[config.mk]
export PLATFORM = sky130hd
export DESIGN_NAME = glip_upscale_n
export DESIGN_NICKNAME = d
export VERILOG_FILES = /design/src/rtl/glip_upscale_n.sv
export SDC_FILE = /design/constraint.sdc
export NUM_CORES = 1
export LEC_CHECK = 0
export BUFFER_PORTS_ARGS = -buffer_cell sky130_fd_sc_hd__buf_4
export CAP_MARGIN = 20
export CORE_MARGIN = 2
export CORE_UTILIZATION = 54
export DETAILED_ROUTE_END_ITERATION = 10
export PLACE_DENSITY = 0.9
export SYNTH_ARGS = -nofsm -noshare
export SYNTH_HDL_FRONTEND = slang
export SYNTH_SLANG_ARGS = --single-unit
[constraint.sdc]
create_clock -name clk -period 5.4 [get_ports clk]
set_input_delay 0.81 -clock clk [delete_from_list [all_inputs] [get_ports clk]]
set_output_delay 0.81 -clock clk [all_outputs]
set_load 0.1 [all_outputs]
[src/rtl/glip_upscale_n.sv]
// Width upscaler: packs FACTOR input words (first word in the low lane) into one
// registered output word; a flush emits a partial word tagged with its lane count.
module glip_upscale_n #(
  parameter int IN_SIZE = 8,
  parameter int FACTOR  = 2,
  parameter int CNT_W   = $clog2(FACTOR + 1)
) (
  input  logic                        clk,
  input  logic                        rst,
  input  logic [IN_SIZE-1:0]          in_data,
  input  logic                        in_valid,
  output logic                        in_ready,
  input  logic                        flush,
  output logic [IN_SIZE*FACTOR-1:0]   out_data,
  output logic [CNT_W-1:0]            out_count,
  output logic                        out_valid,
  input  logic                        out_ready
);

  localparam int FILL_W = $clog2(FACTOR);
  localparam int OUT_W  = IN_SIZE * FACTOR;
  localparam logic [FILL_W-1:0] FILL_MAX = FILL_W'(FACTOR - 1);

  logic [(FACTOR-1)*IN_SIZE-1:0] acc_q, acc_d;
  logic [FILL_W-1:0]             fill_q, fill_d;
  logic [OUT_W-1:0]              out_data_q, out_data_d;
  logic [CNT_W-1:0]              out_count_q, out_count_d;
  logic                          out_valid_q, out_valid_d;
  logic                          flush_pend_q, flush_pend_d;

  logic             ld_ok, acc_open, in_xfer, complete;
  logic             flush_req, service, emit, acc_we;
  logic [CNT_W-1:0] n_words;
  logic [OUT_W-1:0] packed_word;

  assign ld_ok     = !out_valid_q || out_ready;
  assign acc_open  = (fill_q != FILL_MAX);
  assign in_ready  = acc_open || ld_ok;
  assign in_xfer   = in_valid && in_ready;
  assign complete  = in_xfer && !acc_open;
  assign flush_req = flush_pend_q || flush;
  // A completing word takes priority; any flush stays pending behind it.
  assign service   = flush_req && ld_ok && !complete;
  assign n_words   = CNT_W'(fill_q) + CNT_W'(in_xfer);
  assign emit      = complete || (service && (n_words != '0));
  assign acc_we    = in_xfer && !complete && !service;

  // Lanes below fill come from acc, lane fill takes the same-cycle input, the rest are zero.
  // With fill at FACTOR-1 this yields the full word, so flush and completion share one path.
  genvar gi;
  generate
    for (gi = 0; gi < FACTOR; gi++) begin : g_lane
      logic [IN_SIZE-1:0] held;
      if (gi < FACTOR - 1) begin : g_acc
        assign held = acc_q[gi*IN_SIZE +: IN_SIZE];
        assign acc_d[gi*IN_SIZE +: IN_SIZE] =
          (acc_we && (fill_q == FILL_W'(gi))) ? in_data : held;
      end else begin : g_top
        assign held = '0;
      end
      assign packed_word[gi*IN_SIZE +: IN_SIZE] =
        (fill_q > FILL_W'(gi))                 ? held    :
        (in_xfer && (fill_q == FILL_W'(gi)))   ? in_data : '0;
    end
  endgenerate

  always_comb begin
    fill_d       = fill_q;
    flush_pend_d = flush_req;
    out_data_d   = out_data_q;
    out_count_d  = out_count_q;
    out_valid_d  = out_valid_q && !out_ready;
    if (service) begin
      flush_pend_d = 1'b0;
    end
    if (emit) begin
      out_data_d  = packed_word;
      out_count_d = n_words;
      out_valid_d = 1'b1;
    end
    if (emit || service) begin
      fill_d = '0;
    end else if (acc_we) begin
      fill_d = fill_q + FILL_W'(1);
    end
  end

  always_ff @(posedge clk or negedge rst) begin
    if (!rst) begin
      fill_q       <= '0;
      flush_pend_q <= 1'b0;
      out_data_q   <= '0;
      out_count_q  <= '0;
      out_valid_q  <= 1'b0;
    end else begin
      fill_q       <= fill_d;
      flush_pend_q <= flush_pend_d;
      out_data_q   <= out_data_d;
      out_count_q  <= out_count_d;
      out_valid_q  <= out_valid_d;
    end
  end

  // Accumulator contents are qualified by fill, so they need no reset.
  always_ff @(posedge clk) begin
    acc_q <= acc_d;
  end

  assign out_data  = out_data_q;
  assign out_count = out_count_q;
  assign out_valid = out_valid_q;

endmodule

==> impl_metrics.env <==
export IMPL_coreArea_um2=2190
export IMPL_yosysTopAreaCell="dfrtp_1"
export IMPL_drt_antenna_violating_nets=0
export IMPL_cp_max_fo=11
export IMPL_fin_crit_sh_pct=48.0
export IMPL_drt_iter0_markers=14
export IMPL_min_period_ps=2590
export IMPL_antenna_cells=0
export IMPL_crit_type="in2reg"
export IMPL_synthMuxAreaShare_pct=10.9
export IMPL_vias_per_cell=5.33
export IMPL_synth_top_area_share_pct=42.4
export IMPL_final_max_slew_viol_count=0
export IMPL_synthesis_area_um2=1240
export IMPL_timing_hold_ws_ps=343
export IMPL_post_cts_buffers=0
export IMPL_h_tree_depth=2
export IMPL_syn_inst=105
export IMPL_maxSlewHeadroom_pct=52.9
export IMPL_syn_area_per_cell_um2=11.8
export IMPL_fmax_mhz=386
export IMPL_tns_ps=0
export IMPL_pre_cts_slack_ps=2480
export IMPL_synth_cell_type_count=20
export IMPL_grt_pass1_vias=892
export IMPL_numCtsBuffers=5
export IMPL_yosysWarnings=0
export IMPL_worst_ep_arrival_time_ps=2800
export IMPL_crit_required_ps=5610
export IMPL_startpoint_type="input port"
export IMPL_drive_gt1_share_pct=35.7
export IMPL_grt_first_pass_wirelength_um=3930
export IMPL_grt_max_degree=22
export IMPL_dpl_hpwl_um=1800
export IMPL_post_cts_resize_count=0
export IMPL_yosys_top_cells_area="dfrtp_1, edfxtp_1, mux2_4, nand2_1, o21ai_0"
export IMPL_finalSetupViolations=0
export IMPL_synth_enable_flop_cells=8
export IMPL_drc=0
export IMPL_cts_tree="done"
export IMPL_antenna_found_initial=0
export IMPL_synth_top_family_by_area="simple AND/OR/NAND/NOR gates"
export IMPL_synth_compound_area_share_pct=8.17
export IMPL_synth_fp_nets=119
export IMPL_cts_root_buf="clkbuf_4"
export IMPL_fillers=159
export IMPL_end_kind="flip-flop"
export IMPL_drt_first_pass_iters=4
export IMPL_clock_sinks=29
export IMPL_ys_dominant_reg_cell="dfrtp_1"
export IMPL_rsz0062_at_grt="no"
export IMPL_hold_viol_final=0
export IMPL_io_pins=33
export IMPL_hold_path_class="in2async"
export IMPL_port_buffers=32
export IMPL_dr_total_vias=895
export IMPL_cts_hold_buf=0
export IMPL_layout_nets=153
export IMPL_grt_overflow=0
export IMPL_fin_skew_ps=10.1
export IMPL_die_w_um=51.9
export IMPL_fin_ws_ps=2810
export IMPL_synth_yosys_seq_area_share_pct=61.8
export IMPL_clockBufferDepth=2
export IMPL_synth_adder_area_share_pct=1.01
export IMPL_synth_xor_area_share_pct=0
export IMPL_drt_total_wl_um=2410
export IMPL_grt_util_all_layers_pct=21.2
export IMPL_dieArea_um2=2700
export IMPL_die_y_um=51.9
export IMPL_ys_ff_latch=29
export IMPL_rows=17
export IMPL_start_util_pct=56.6
export IMPL_status="completed"
export IMPL_path_clk_slew_ps=90
export IMPL_clk_latency_ps=330
export IMPL_cap_violations=0
export IMPL_avgRoutedWirePerCell_um=14.4
export IMPL_worst_slew_pin_transition_ps=702
export IMPL_async_flop_share_pct=72.4
export IMPL_synthSimpleGateAreaFrac_pct=14.5
export IMPL_area_delta_synth_final_pct=23.3
export IMPL_gp_congestion=0.792
export IMPL_synth_most_common_cell="nand2_1"
export IMPL_synth_commonest_cells="nand2_1, dfrtp_1, o21ai_0"
## area by class of cell
class	instances	area, um2	area share, %
clock inverters	2	10.0	0.655
flip-flops and latches	29	766	50.1
repair buffers	32	240	15.7
inverters	2	7.51	0.491
multi-input cells	69	429	28.1
well taps	28	35.0	2.29
clock buffers	6	41.3	2.70
## worst paths after layout
check	end	from	slack (ps)	depth (start not counted)
max	out_data[7]	out_ready	2810	8
min	out_data[15]	rst	340	1
max reg2reg	out_data[7]	fill_q	2890	6
min reg2reg	out_data[1]	out_data[1]	520	1
max in group asynchronous	out_data[6]	rst	4840	1
min in group clk	out_data[1]	out_data[1]	520	1
## per-layer routing
layer | GRT usage, % | wire [um] | vias up | share of wire [%]
met3 | 10.6 | 168 | 7 | 7.0
met5 | 0 | 0 | - | 0
met1 | 23.9 | 961 | 426 | 40
li1 | - | - | 425 | -
met2 | 33.5 | 1230 | 37 | 51
met4 | 9.65 | 52 | 0 | 2.2
## cells in the final DEF (no fill, tap or decap), drive strengths merged
| cell | netlist | routed |
|---|---|---|
| nor2b | 3 | 3 |
| ha | 1 | 1 |
| clkbuf | 2 | 6 |
| dfrtp | 21 | 21 |
| inv | 1 | 1 |
| edfxtp | 8 | 8 |
| o21ai | 15 | 15 |
| clkinv | 1 | 3 |
| mux2 | 9 | 9 |
| nor2 | 4 | 4 |
| nor3 | 3 | 3 |
| buf | 3 | 32 |
| a22o | 2 | 2 |
| and2 | 1 | 1 |
| nand2b | 1 | 1 |
| nand2 | 29 | 29 |
| o31a | 1 | 1 |
## logic make-up (layout without fill, tap and decap cells)
logic type | Yosys count | after routing
adder cells (fa/ha/maj) | 1 | 1
AO/OA/AOI/OAI | 18 | 18
flip-flops | 29 | 29
AND/OR/NAND/NOR | 41 | 41
multiplexers | 9 | 9
buffers and inverters | 7 | 42
## flip-flops by register name, indices dropped and copies added, names as in the netlist
signal / cells
out_data: 16
acc_q: 8
out_valid: 1
out_count: 2
fill_q: 1
flush_pend_q: 1
## critical path, cell delays in order
cell,delay [ps]
buf_4,120
nor2b_4,160
nand2_1,80
and2_1,190
ha_1,300
clkinv_1,210
o31a_1,570
mux2_4,350
## through the flow
stage / utilization [%] / instance area [um2] / cells
floorplan: - / 1240 / 105
global placement: 67.4 / 1480 / 160
detailed placement: 67.4 / 1480 / 160
CTS: 69.8 / 1530 / 168
global route: 69.8 / 1530 / 168
finish: 69.8 / 1530 / 168
Power is not shown: default switching activity piles up to over one toggle a cycle in this logic, so the estimate is an artifact.
